### src/rtl/posit_defines.sv
// Shared posit format constants, the decoded-operand type and the encoder stage-register types.
package posit_defines;

  localparam int NBITS = 32;
  localparam int ES    = 2;
  localparam int FBITS = NBITS - 2;
  localparam int ABITS = FBITS + 1;
  localparam int SW    = 10;

  typedef struct packed {
    logic                    sign;
    logic signed [8:0]       scale;
    logic [ES-1:0]           exponent;
    logic [ABITS-1:0]        fraction;
    logic                    inf;
    logic                    zero;
  } value_sum;

  typedef struct packed {
    logic                    sign;
    logic                    nar;
    logic                    zero;
    logic signed [SW-1:0]    scale_n;
    logic [ABITS-1:0]        frac;
  } enc_s1_t;

  typedef struct packed {
    logic                    sign;
    logic                    nar;
    logic                    zero;
    logic                    sat;
    logic                    inexact;
    logic [NBITS-2:0]        mag;
  } enc_s2_t;

endpackage

### src/rtl/posit_lzc.sv
// Leading-zero counter; returns WIDTH when the input is all zeros.
module posit_lzc #(
  parameter int WIDTH = 31,
  parameter int CW    = $clog2(WIDTH + 1)
) (
  input  logic [WIDTH-1:0] data_i,
  output logic [CW-1:0]    count_o
);

  always_comb begin
    count_o = CW'(WIDTH);
    // Ascending scan: the highest set bit is the last to write the count.
    for (int i = 0; i < WIDTH; i++) begin
      if (data_i[i]) count_o = CW'(WIDTH - 1 - i);
    end
  end

endmodule

### src/rtl/posit_encoder_pipe.sv
// 3-stage posit encoder (normalise, regime/round, sign); valid/ready with a combinational ready chain.
// Optional status outputs (out_inexact, out_sat, sat_count) under POSIT_ENC_STATUS_EN.
module posit_encoder_pipe
  import posit_defines::*;
#(
  parameter int NBITS = posit_defines::NBITS,
  parameter int ES    = posit_defines::ES
) (
  input  logic             clk,
  input  logic             rst_n,
  input  logic             in_valid,
  output logic             in_ready,
  input  value_sum         in_value,
  output logic             out_valid,
  input  logic             out_ready,
  output logic [NBITS-1:0] out_posit
`ifdef POSIT_ENC_STATUS_EN
  , output logic           out_inexact
  , output logic           out_sat
  , output logic [15:0]    sat_count
`endif
);

  localparam int LZW  = $clog2(ABITS + 1);
  localparam int BODY = 2 + ES + ABITS - 1;
  localparam int XW   = BODY + NBITS - 2;
  localparam logic signed [SW-1:0] MAXS = SW'((NBITS - 2) << ES);

  logic             s1_vld_q, s2_vld_q, out_vld_q;
  enc_s1_t          s1_q, s1_d;
  enc_s2_t          s2_q, s2_d;
  logic [NBITS-1:0] out_posit_q, out_posit_d;
  logic             s2_rdy, s3_rdy;
  logic [LZW-1:0]   lz;

  assign s3_rdy    = !out_vld_q || out_ready;
  assign s2_rdy    = !s2_vld_q || s3_rdy;
  assign in_ready  = !s1_vld_q || s2_rdy;
  assign out_valid = out_vld_q;
  assign out_posit = out_posit_q;

  posit_lzc #(.WIDTH(ABITS), .CW(LZW)) u_lzc (
    .data_i  (in_value.fraction),
    .count_o (lz)
  );

  always_comb begin
    s1_d         = '0;
    s1_d.sign    = in_value.sign;
    s1_d.nar     = in_value.inf;
    s1_d.zero    = !in_value.inf && (in_value.zero || (in_value.fraction == '0));
    s1_d.frac    = in_value.fraction << lz;
    s1_d.scale_n = {in_value.scale[8], in_value.scale} - {{(SW-LZW){1'b0}}, lz};
  end

  logic signed [SW-1:0] sn, k;
  logic [SW-1:0]        sh;
  logic                 first, guard, sticky, round_up;
  logic signed [XW-1:0] x;
  logic [NBITS-2:0]     mag_t, mag_r;

  always_comb begin
    sn    = s1_q.scale_n;
    k     = sn >>> ES;
    first = !k[SW-1];
    // Regime run length minus one: k for k>=0, -k-1 (= ~k) for k<0.
    sh    = first ? k : ~k;
    x     = $signed({first, !first, sn[ES-1:0], s1_q.frac[ABITS-2:0],
                     {(NBITS-2){1'b0}}}) >>> sh;
    mag_t    = x[XW-1 -: NBITS-1];
    guard    = x[XW-NBITS];
    sticky   = |x[XW-NBITS-1:0];
    round_up = guard && (sticky || mag_t[0]);
    mag_r    = (round_up && !(&mag_t)) ? mag_t + 1'b1 : mag_t;

    s2_d      = '0;
    s2_d.sign = s1_q.sign;
    s2_d.nar  = s1_q.nar;
    s2_d.zero = s1_q.zero;
    if (!s1_q.nar && !s1_q.zero) begin
      if (sn > MAXS) begin
        s2_d.mag = '1;
        s2_d.sat = 1'b1;
      end else if (sn < -MAXS) begin
        s2_d.mag = {{(NBITS-2){1'b0}}, 1'b1};
        s2_d.sat = 1'b1;
      end else begin
        s2_d.mag = mag_r;
      end
      s2_d.inexact = s2_d.sat || guard || sticky;
    end
  end

  always_comb begin
    out_posit_d = {1'b0, s2_q.mag};
    if (s2_q.nar)       out_posit_d = {1'b1, {(NBITS-1){1'b0}}};
    else if (s2_q.zero) out_posit_d = '0;
    else if (s2_q.sign) out_posit_d = -{1'b0, s2_q.mag};
  end

  always_ff @(posedge clk or negedge rst_n) begin
    if (!rst_n) begin
      s1_vld_q    <= 1'b0;
      s2_vld_q    <= 1'b0;
      out_vld_q   <= 1'b0;
      s1_q        <= '0;
      s2_q        <= '0;
      out_posit_q <= '0;
    end else begin
      if (in_ready) begin
        s1_vld_q <= in_valid;
        if (in_valid) s1_q <= s1_d;
      end
      if (s2_rdy) begin
        s2_vld_q <= s1_vld_q;
        if (s1_vld_q) s2_q <= s2_d;
      end
      if (s3_rdy) begin
        out_vld_q <= s2_vld_q;
        if (s2_vld_q) out_posit_q <= out_posit_d;
      end
    end
  end

`ifdef POSIT_ENC_STATUS_EN
  logic        out_inexact_q, out_sat_q;
  logic [15:0] sat_count_q;

  always_ff @(posedge clk or negedge rst_n) begin
    if (!rst_n) begin
      out_inexact_q <= 1'b0;
      out_sat_q     <= 1'b0;
      sat_count_q   <= '0;
    end else begin
      if (s3_rdy && s2_vld_q) begin
        out_inexact_q <= s2_q.inexact;
        out_sat_q     <= s2_q.sat;
      end
      if (out_vld_q && out_ready && out_sat_q && (sat_count_q != 16'hFFFF))
        sat_count_q <= sat_count_q + 16'd1;
    end
  end

  assign out_inexact = out_inexact_q;
  assign out_sat     = out_sat_q;
  assign sat_count   = sat_count_q;

  logic unused_bits;
  assign unused_bits = ^{in_value.exponent, s1_q.frac[ABITS-1]};
`else
  logic unused_bits;
  assign unused_bits = ^{in_value.exponent, s1_q.frac[ABITS-1], s2_q.sat, s2_q.inexact};
`endif

endmodule

### config.mk
export PLATFORM = sky130hd
export DESIGN_NAME = posit_encoder_pipe
export DESIGN_NICKNAME = d
export VERILOG_FILES = /design/src/rtl/posit_defines.sv /design/src/rtl/posit_lzc.sv /design/src/rtl/posit_encoder_pipe.sv
export SDC_FILE = /design/constraint.sdc
export NUM_CORES = 1
export LEC_CHECK = 0
export CAP_MARGIN = 20
export CORE_MARGIN = 2
export CORE_UTILIZATION = 30
export CTS_CLUSTER_SIZE = 16
export DETAILED_ROUTE_END_ITERATION = 8
export DONT_BUFFER_PORTS = 1
export PLACE_DENSITY_LB_ADDON = 0.3
export RECOVER_POWER = 50
export SYNTH_ARGS = -nofsm -noshare
export SYNTH_HDL_FRONTEND = slang
export SYNTH_SLANG_ARGS = --single-unit
### constraint.sdc
create_clock -name clk -period 7.8 [get_ports clk]
set_clock_uncertainty 0.05 [all_clocks]
set_input_delay 0 -clock clk [delete_from_list [all_inputs] [get_ports clk]]
set_output_delay 0 -clock clk [all_outputs]
set_load 0.005 [all_outputs]
# Word-level counts from Yosys, hierarchy flattened
# Index checks and enable logic that the tools add are counted.
# word_totals
ff_bits	112
inputBits	49
out_inout_bits	34
elab_cells	83
# op_classes
add_sub_neg	3
n_lt_le_gt_ge	2
shift	2
n_mux	39
bitwise	1
reduce_logical	23
# op_table
cell	n
$mux 31	4
$mux 32	3
$mux 5	16
$sshr 64x10->64	1
$mux 4	8
$neg 31->32	1
$reduce_or 32->1	1
$add 31x1->31 const B	1
$logic_not 31->1	1
$reduce_and 31->1	1
$shl 31x5->30	1
$mux 3	4
$gt 10x8->1 const B	1
$lt 10x8->1 const B	1
$mux 10	1
$not 8->10	1
$sub 9x6->10	1
$logic_not 1->1	8
$reduce_and 2->1	3
$logic_or 1x1->1	5
$logic_and 1x1->1	4
$mux 2	2
$mux 1	1

# Longest topological paths before layout
# Gate-level depths: netlist of the first run.
# logic_depth
depth_word	32
ltp_mapped	23
depth_no_buf	17

# Hierarchy
# A second synthesis of the first run with hierarchy kept.
# hier_totals
cells_unflattened	1628
area_unflattened_um2	12777.3
# by_module_without_submodules
mod	instances	cells_each	area_each_um2
posit_encoder_pipe	1	1567	12433.2
posit_lzc	1	61	344.1

# Worst setup path after synthesis of the first run
# OpenSTA, ideal clock, no wires.
# synth_timing
path_type	reg2reg
start	reg s1_q (netlist bit sn[9])
end	reg s2_q[12] (netlist bit)
setup_ps	129
t_arrival_ps	4794
t_required_ps	7621
setup_slack_ps	2827
stages_incl_launch_ff	22
n_path_buf	8
period_less_slack_ps	4973
cell_sequence	dfrtp_1 -> buf_4 -> buf_4 -> buf_4 -> inv_1 -> buf_2 -> buf_1 -> buf_2 -> ha_1 -> clkbuf_1 -> nand2b_1 -> o21ai_1 -> a21oi_1 -> o21ai_0 -> nor4_2 -> and4_1 -> and4_1 -> buf_4 -> a21oi_4 -> nand3_2 -> and3_1 -> a2111o_1
# synth_via
elab_chain_len	11
elab_cells_between_ends	17
cone_classes	1 x add/sub; 2 x order compare; 1 x shift; 5 x mux; 1 x bitwise; 7 x reduce/logical
# synth_lines
element	line	source
start, declared	posit_encoder_pipe.sv:30	enc_s1_t s1_q, s1_d;
start signal, assigned	posit_encoder_pipe.sv:106	s1_q <= '0;
start signal, assigned	posit_encoder_pipe.sv:112	if (in_valid) s1_q <= s1_d;
parallel branches: the longest is 9 deep, another holds $add 31x1->31	n/a	
$mux 31 (*)	posit_encoder_pipe.sv:81	if (sn > MAXS) begin
$mux 31 (*)	posit_encoder_pipe.sv:80	if (!s1_q.nar && !s1_q.zero) begin
end signal, assigned	posit_encoder_pipe.sv:107	s2_q <= '0;
end signal, assigned	posit_encoder_pipe.sv:116	if (s1_vld_q) s2_q <= s2_d;
end, declared	posit_encoder_pipe.sv:31	enc_s2_t s2_q, s2_d;
# Every way passes the cells marked *.
# A chain may end at the register's enable or synchronous reset.

# Worst setup path in the final report of the first run
# layout_timing
start	reg s1_q (netlist bit sn[2])
end	reg s2_q[19] (netlist bit)
# Same word-level chain as after synthesis.

==> metrics.txt, run 1 <==
Die Wd=209 um; first-pass GRT wire length=72600 um; number of flops mapped to enable cells by yosys=0; leakage power=5.10 nW; critical path type=register to register; number of clock buffers inserted by TritonCTS=9; summed area of non-filler cells in the final layout=0.0135 mm2; pin count of the biggest net entering global routing=113; Pwr per Cell Area=265 mW/mm2; max incr delay on CP=1060 ps; Post-Route WL=46200 um; number of antenna violations at the first check in global routing=0; combined global-route utilization of all metal layers=20.9%; worst hold slack across all endpoints=31.0 ps; Remaining Overflow, GRT=0; mean cell area of the mapped netlist=7.96 um2; Initial Utilization=30.3%; clk root buf=sky130_fd_sc_hd__clkbuf_16; register clock-pin slew on the reported worst setup and hold paths=80 ps; Clk Latency, worst-skew pair=400 ps; final cell count without fillers=2065; Fin Setup TNS=0 ps; average wire per cell in the routed design=22.4 um; library cell with the largest summed area after synthesis=sky130_fd_sc_hd__dfrtp_1; First-pass DRT Iterations=8; Peak Freq=170 MHz; sequential cell area fraction in the yosys report=22.2%; layout overhead on the synthesized area=6.51%; RSZ-0062 raised after global routing=no; area after detailed placement=0.0129 mm2; Yosys warning total=0; terminating pin of the worst hold path=s1_q[28]; slowest cell on the critical path=sky130_fd_sc_hd__dfrtp_4; Final period util=75.3%; origin of the worst setup path=sn[2]; Mapped Nets=1648; Period minus WS final=5880 ps; normalized max-slew margin=23.7%; CTS H-tree depth=3; number of placement rows=75; Post-CTS Setup Repair Bufs=0; launching element type of the critical path=register; number of library cell types mapped by synthesis=100; placer's final routability congestion estimate=0.934; total of flip-flops plus latches after synthesis=112; launch point of the worst reg-to-reg path=sn[2]; Worst Setup End Kind=register; layout cells sized above 1=9.70%; Clock Sinks=112; Crit path required time=8020 ps; Core Region=0.0418 mm2; residual antenna-violating net count after detailed routing=0; cell depth of the worst flop-to-flop path=13; final core utilization=32.3%; die extent in y=209 um; reg-to-reg slack, setup=1920 ps; number of remaining DRC errors=0; number of standard cells after synthesis=1589; transition at the pin with the smallest max-transition slack=1140 ps; worst-path cell chain=buf_4 -> mux2i_1 -> a221oi_1 -> a2bb2o_2 -> a32o_1 -> a211oi_1 -> o21ai_0 -> a211oi_2 -> and4_1 -> a21oi_4 -> and2_1 -> a21boi_0 -> o21ai_0; Total Die Area=0.0438 mm2; total instance count after detailed placement=2025; outcome=completed; ys async rst share=100%; Arrival @ worst endpoint=6090 ps; summed instance area of the synthesized netlist=0.0126 mm2; cell type with the highest occurrence count on the critical path=sky130_fd_sc_hd__o21ai_0; Synth top area share=22.2%; via count of the first global-routing pass=12000; flip-flop cell with the highest count after synthesis=sky130_fd_sc_hd__dfrtp_1; Worst Path Max Fanout=79; hold depth=5; cell type group with the largest total delay on the critical path=compound AO/OA/AOI/OAI gates; type of the most critical hold path=input pin to register; routed via count divided by cell count=6.14; number of setup violations in the final report=0; Final Hold Fails=0; worst-case vdd ir drop=0.141 mV; clock tree from TritonCTS=done; clock buffer depth=2; combined buffer and inverter count along the critical path=1; vias post-DR=12700; cells taking the most area after synthesis=sky130_fd_sc_hd__dfrtp_1, sky130_fd_sc_hd__mux2i_1, sky130_fd_sc_hd__nand2_1; Layout Nets=1580; final antenna diode count=0; Detailed Route Iter0 Violations=1281; worst hold start=in_value[30]; number of I/O pins=83; total of buffers placed on input and output ports=0; post-detail-place hpwl=35100 um; Reg2Reg Capture Point=s2_q[19]; number of pins with negative max-slew slack in the final report=0; max-capacitance violation count=0
==> where the power goes <==
part           leakage, nW  switching (mW)  internal (mW)  total (mW)
Combinational         3.56            1.27          0.778        2.04
Sequential            1.40           0.280          0.748        1.03
Clock                0.143           0.267          0.230       0.498
==> synthesized netlist by cell type, types with 29 or more instances <==
master                       n
sky130_fd_sc_hd__nand3_1    33
sky130_fd_sc_hd__nor2_1    114
sky130_fd_sc_hd__a21oi_1    80
sky130_fd_sc_hd__xor2_1     36
sky130_fd_sc_hd__mux2_2     42
sky130_fd_sc_hd__o31ai_1    29
sky130_fd_sc_hd__a221oi_1   31
sky130_fd_sc_hd__nand2_1   175
sky130_fd_sc_hd__o22ai_1    49
sky130_fd_sc_hd__mux2i_1   115
sky130_fd_sc_hd__clkbuf_1   79
sky130_fd_sc_hd__nor3_1     35
sky130_fd_sc_hd__o21ai_0   124
sky130_fd_sc_hd__dfrtp_1   112
sky130_fd_sc_hd__nand2b_1   33
sky130_fd_sc_hd__inv_1      29
==> worst reg2reg max path, stage by stage, from the launching register on <==
cell and delay, ps:
sky130_fd_sc_hd__dfrtp_4 1060, sky130_fd_sc_hd__buf_4 640, sky130_fd_sc_hd__mux2i_1 270, sky130_fd_sc_hd__a221oi_1 290, sky130_fd_sc_hd__a2bb2o_2 380, sky130_fd_sc_hd__a32o_1 220
sky130_fd_sc_hd__a211oi_1 870, sky130_fd_sc_hd__o21ai_0 340, sky130_fd_sc_hd__a211oi_2 280, sky130_fd_sc_hd__and4_1 450, sky130_fd_sc_hd__a21oi_4 220, sky130_fd_sc_hd__and2_1 320
sky130_fd_sc_hd__a21boi_0 240, sky130_fd_sc_hd__o21ai_0 120
==> worst max-delay path by stage <==
stage | to | slack (ps) | cells past startpoint
floorplan | s2_q[12] | 2830 | 21
global placement | s2_q[13] | 2150 | 13
detailed placement | s2_q[13] | 2110 | 13
CTS | s2_q[19] | 2110 | 13
global route | s2_q[13] | 1590 | 13
finish | s2_q[19] | 1920 | 13
==> flip-flops by register name, indices dropped and copies added (netlist names) <==
signal,count
s1_vld_q,1
out_posit,32
out_valid,1
sn,10
s2_vld_q,1
s1_q,33
s2_q,34
==> area by class of cell <==
type                            count  area (um2)
Clock buffer                        9         225
Clock inverter                      7        83.8
Fill cell                        4460       28300
Inverter                           32         120
Multi-Input combinational cell   1317        9080
Sequential cell                   112        2810
Tap cell                          539         674
Timing Repair Buffer               49         473
==> metrics by stage <==
step | power (mW) | worst slack, ps
detailed placement | 3.01 | 2110
finish | 3.57 | 1920
CTS | 3.54 | 2110
floorplan | 2.44 | 2830
global placement | 2.99 | 2150
global route | 3.81 | 1590
==> metal layers <==
layer	track usage (%)	vias up	share of wire [%]
li1	-	5956	-
met1	27.8	6173	44
met2	34.3	457	47
met3	3.13	90	5.6
met4	7.91	0	3.5
met5	0	-	0
==> cells by family after synthesis <==
group	count (synthesis)	synth area share, %
AO/OA/AOI/OAI	545	29.9
AND/OR/NAND/NOR	538	21.3
multiplexers	173	15.7
buffers and inverters	160	6.18
flip-flops	112	22.2
XOR/XNOR	49	3.54
adder cells (fa/ha/maj)	12	1.21
==> repair_timing <==
action	in CTS	in global routing
gates resized for setup	0	0
endpoints found under the setup margin	0	0
hold endpoints to repair	132	0
hold buffers	22	0
==> cell usage in the layout, fill, tap and decap left out, types with 13 or more instances in the layout <==
cell type / instances
sky130_fd_sc_hd__o221ai_1: 17
sky130_fd_sc_hd__mux2i_1: 115
sky130_fd_sc_hd__nor2b_1: 21
sky130_fd_sc_hd__and2_1: 13
sky130_fd_sc_hd__or3_1: 13
sky130_fd_sc_hd__a211oi_1: 20
sky130_fd_sc_hd__or4_1: 15
sky130_fd_sc_hd__mux4_2: 16
sky130_fd_sc_hd__o21ai_0: 124
sky130_fd_sc_hd__a22oi_1: 17
sky130_fd_sc_hd__dlygate4sd3_1: 21
sky130_fd_sc_hd__nand2b_1: 33
sky130_fd_sc_hd__nor4_1: 13
sky130_fd_sc_hd__nor3_1: 35
sky130_fd_sc_hd__mux2_2: 42
sky130_fd_sc_hd__inv_1: 29
sky130_fd_sc_hd__o22ai_1: 49
sky130_fd_sc_hd__a221oi_1: 31
sky130_fd_sc_hd__dfrtp_1: 110
sky130_fd_sc_hd__o31ai_1: 29
sky130_fd_sc_hd__a21oi_1: 79
sky130_fd_sc_hd__nand3_1: 33
sky130_fd_sc_hd__a31oi_1: 20
sky130_fd_sc_hd__buf_4: 25
sky130_fd_sc_hd__xor2_1: 36
sky130_fd_sc_hd__a221o_1: 13
sky130_fd_sc_hd__nor2_1: 113
sky130_fd_sc_hd__nand2_1: 175
(Power assumes the default switching activity.)
==> inputs of run 2 (changes only) <==
Clock period 7.8 ns to 5.7 ns, I/O delays scaled along.
==> run 2 against run 1 <==
  * Routed wire length grew 2.8%
  * Sequential share of layout area shrank 0.41 points
  * Hold slack lost 28 ps
  * Core utilization grew 0.65 points
  * First-iteration DRC count shrank 21%
  * The run now ends with max-capacitance violations, max-slew violations left
  * Power grew 41%
  * Count of clock-buffer cells in the layout is the same
  * Flip-flop and latch count is the same
  * Global-route usage grew 0.52 points
  * Critical endpoint is now s2_q[12]
  * Largest power group unchanged
  * Clock power grew 43%
  * Highest routed layer unchanged
  * Cell count grew 1.7%
  * Sequential power grew 36%
==> metrics.txt, run 2 (synthesis gave the netlist of run 1 again) <==
Core Region=0.0418 mm2 (unchanged); portion of total power attributed to combinational logic=58.0% (+0.7 points); Clock Sinks=112 (unchanged); Period minus WS final=5100 ps (-773 ps); total of buffers placed on input and output ports=0 (unchanged); First-pass DRT Iterations=5 (-3); launching element type of the critical path=register; Pwr per Cell Area=366 mW/mm2 (+38%); largest reg by FF count=s2_q; Worst Path Max Fanout=58 (-27%); number of remaining DRC errors=0 (unchanged); most frequent cells in the layout=sky130_fd_sc_hd__nand2_1, sky130_fd_sc_hd__o21ai_0, sky130_fd_sc_hd__mux2i_1; Worst Setup End Kind=register; met1 demand-to-capacity share in global routing=28.1% (+0.24 points); number of flip-flops in the largest register=34 (unchanged); Initial Utilization=30.3% (unchanged); number of I/O pins=83 (unchanged); type of the most critical hold path=input pin to register; register clock-pin slew on the reported worst setup and hold paths=90 ps (about the same); first-pass GRT wire length=74300 um (+2.4%); leakage power=5.29 nW (+3.7%); post-detail-place hpwl=36600 um (+4.3%); layout overhead on the synthesized area=8.67%; number of setup violations in the final report=0 (unchanged); summed area of non-filler cells in the final layout=0.0137 mm2 (+2.0%); number of clock buffers inserted by TritonCTS=9 (unchanged); clock tree from TritonCTS=done; critical path type=register to register; outcome=finished with violations; worst hold slack across all endpoints=3.44 ps (-27.5 ps); final antenna diode count=0 (unchanged); CTS resizes=0 (unchanged); Fin Setup TNS=0 ps (unchanged); final cell count without fillers=2101 (+1.7%); number of placement rows=75 (unchanged); most heavily used metal layer in global routing=met2; Post-Route WL=47600 um (+2.8%); commonest non-fill, non-tap cell in the layout=sky130_fd_sc_hd__nand2_1; met3 capacity usage during global routing=2.77% (-0.36 points); Final period util=89.5% (+14 points); Die Wd=209 um (unchanged); max incr delay on CP=890 ps (-170 ps); Crit path required time=5920 ps (-2100 ps); GR Layer Usage met2=35.8% (+1.5 points); total instance count after detailed placement=2064 (+1.9%); clock buffer depth=2 (unchanged); layout cells sized above 1=11.9% (+2.2 points); placer's final routability congestion estimate=0.965 (+3.4%); Remaining Overflow, GRT=0 (unchanged); Layout Nets=1616 (+2.3%); Final Hold Fails=0 (unchanged); normalized max-slew margin=-85.4% (-110 points); routed via count divided by cell count=6.15 (+0.14%); number of pins with negative max-slew slack in the final report=113 (+113); Peak Freq=196 MHz (+15%); average wire per cell in the routed design=22.6 um (+1.1%); CTS H-tree depth=3 (unchanged); via count of the first global-routing pass=12400 (+2.8%); part of the total power dissipated in sequential elements=27.8% (-1.0 points); number of antenna violations at the first check in global routing=0 (unchanged); Worst Setup Slack post-DPL=723 ps (-1390 ps); slowest cell on the critical path=sky130_fd_sc_hd__dfrtp_4; vias post-DR=12900 (+1.9%); RSZ-0062 raised after global routing=no; Total Die Area=0.0438 mm2 (unchanged); pin count of the biggest net entering global routing=113 (unchanged); residual antenna-violating net count after detailed routing=0 (unchanged); clock network fraction of design power=14.2% (+0.3 points); max-capacitance violation count=1 (+1); final setup margin=597 ps (-1330 ps); internal portion of total power=2.52 mW (+44%); area after detailed placement=0.0132 mm2 (+2.5%); Clk Latency, worst-skew pair=390 ps (about the same); worst-case vdd ir drop=0.165 mV (+17%); Detailed Route Iter0 Violations=1010 (-21%); clk root buf=sky130_fd_sc_hd__clkbuf_16; worst-path cell chain=buf_4 -> mux2_2 -> mux4_2 -> a21oi_1 -> a22oi_1 -> o21ai_1 -> or3_1 -> o41ai_2 -> and4_1 -> a21oi_4 -> nand3_2 -> and3_1 -> a2111o_1; violations in the final reports=max-capacitance violations, max-slew violations; Sw Pwr=2.51 mW (+38%); die extent in y=209 um (unchanged); Arrival @ worst endpoint=5320 ps (-770 ps); transition at the pin with the smallest max-transition slack=2780 ps (+1640 ps); combined global-route utilization of all metal layers=21.4% (+0.52 points); sw frac=49.9% (-0.91 points)
-- run 2: changes by cell type in the layout (fill, tap and decap cells not counted), sizes merged --
cell,delta
buf,+37
clkinv,+3
clkinvlp,-2
dlygate4sd3,-2
inv,-2
bufinv,+1
clkbuf,+1
-- run 2: worst paths after layout --
check,start,cells past startpoint,slack [ps],endpoint
max,sn[2],13,600,s2_q[12]
max reg2reg,sn[2],13,600,s2_q[12]
min in group asynchronous,rst_n,2,920,out_posit[30]
min,in_value[37],4,3,sn[2]
min reg2reg,out_posit[3],2,460,out_posit[3]
max in group asynchronous,rst_n,2,2540,sn[2]
-- run 2: area by class of cell --
cell class	count	area, um2
tap	539	674
clock buffer	9	225
clock inverter	7	101
fill	4447	28000
inverter	32	120
sequential	112	2810
timing repair buffer	85	728
multi-input combinational	1317	9080
-- run 2: critical path, delay by kind of cell, from the launching register on --
family          cells  cell delay [ps]
buf+inv             1              340
compound gates      6             1770
flops               1              890
simple gates        4             1040
mux                 2              830
-- run 2: metal layers --
metal	vias to the layer above	wire (um)
met4	0	1680
met1	6292	20800
li1	6029	-
met3	100	2810
met2	494	22300
met5	-	0
-- run 2: what timing repair did --
| item | 4_1_cts | 5_1_grt |
|---|---|---|
| setup buffers | 0 | 0 |
| hold buffers | 20 | 0 |
| endpoints found under the setup margin | 0 | 0 |
| hold endpoints to repair | 130 | 0 |
-- run 2: power by group through the flow --
stage                     Sequential [mW]  Combinational [mW]  Clock (mW)
final                                1.40                2.92       0.713
after global routing                 1.45                3.16       0.752
after CTS                            1.40                2.86       0.721
after detailed placement             1.42                2.82           0
after global placement               1.41                2.81           0
after floorplan                      1.21                2.13           0
-- run 2: metrics by stage --
stage / power [mW] / utilization (%)
after floorplan: 3.34 / -
after global placement: 4.22 / 31.6
after detailed placement: 4.24 / 31.6
after CTS: 4.99 / 32.9
after global routing: 5.36 / 32.9
final: 5.03 / 32.9
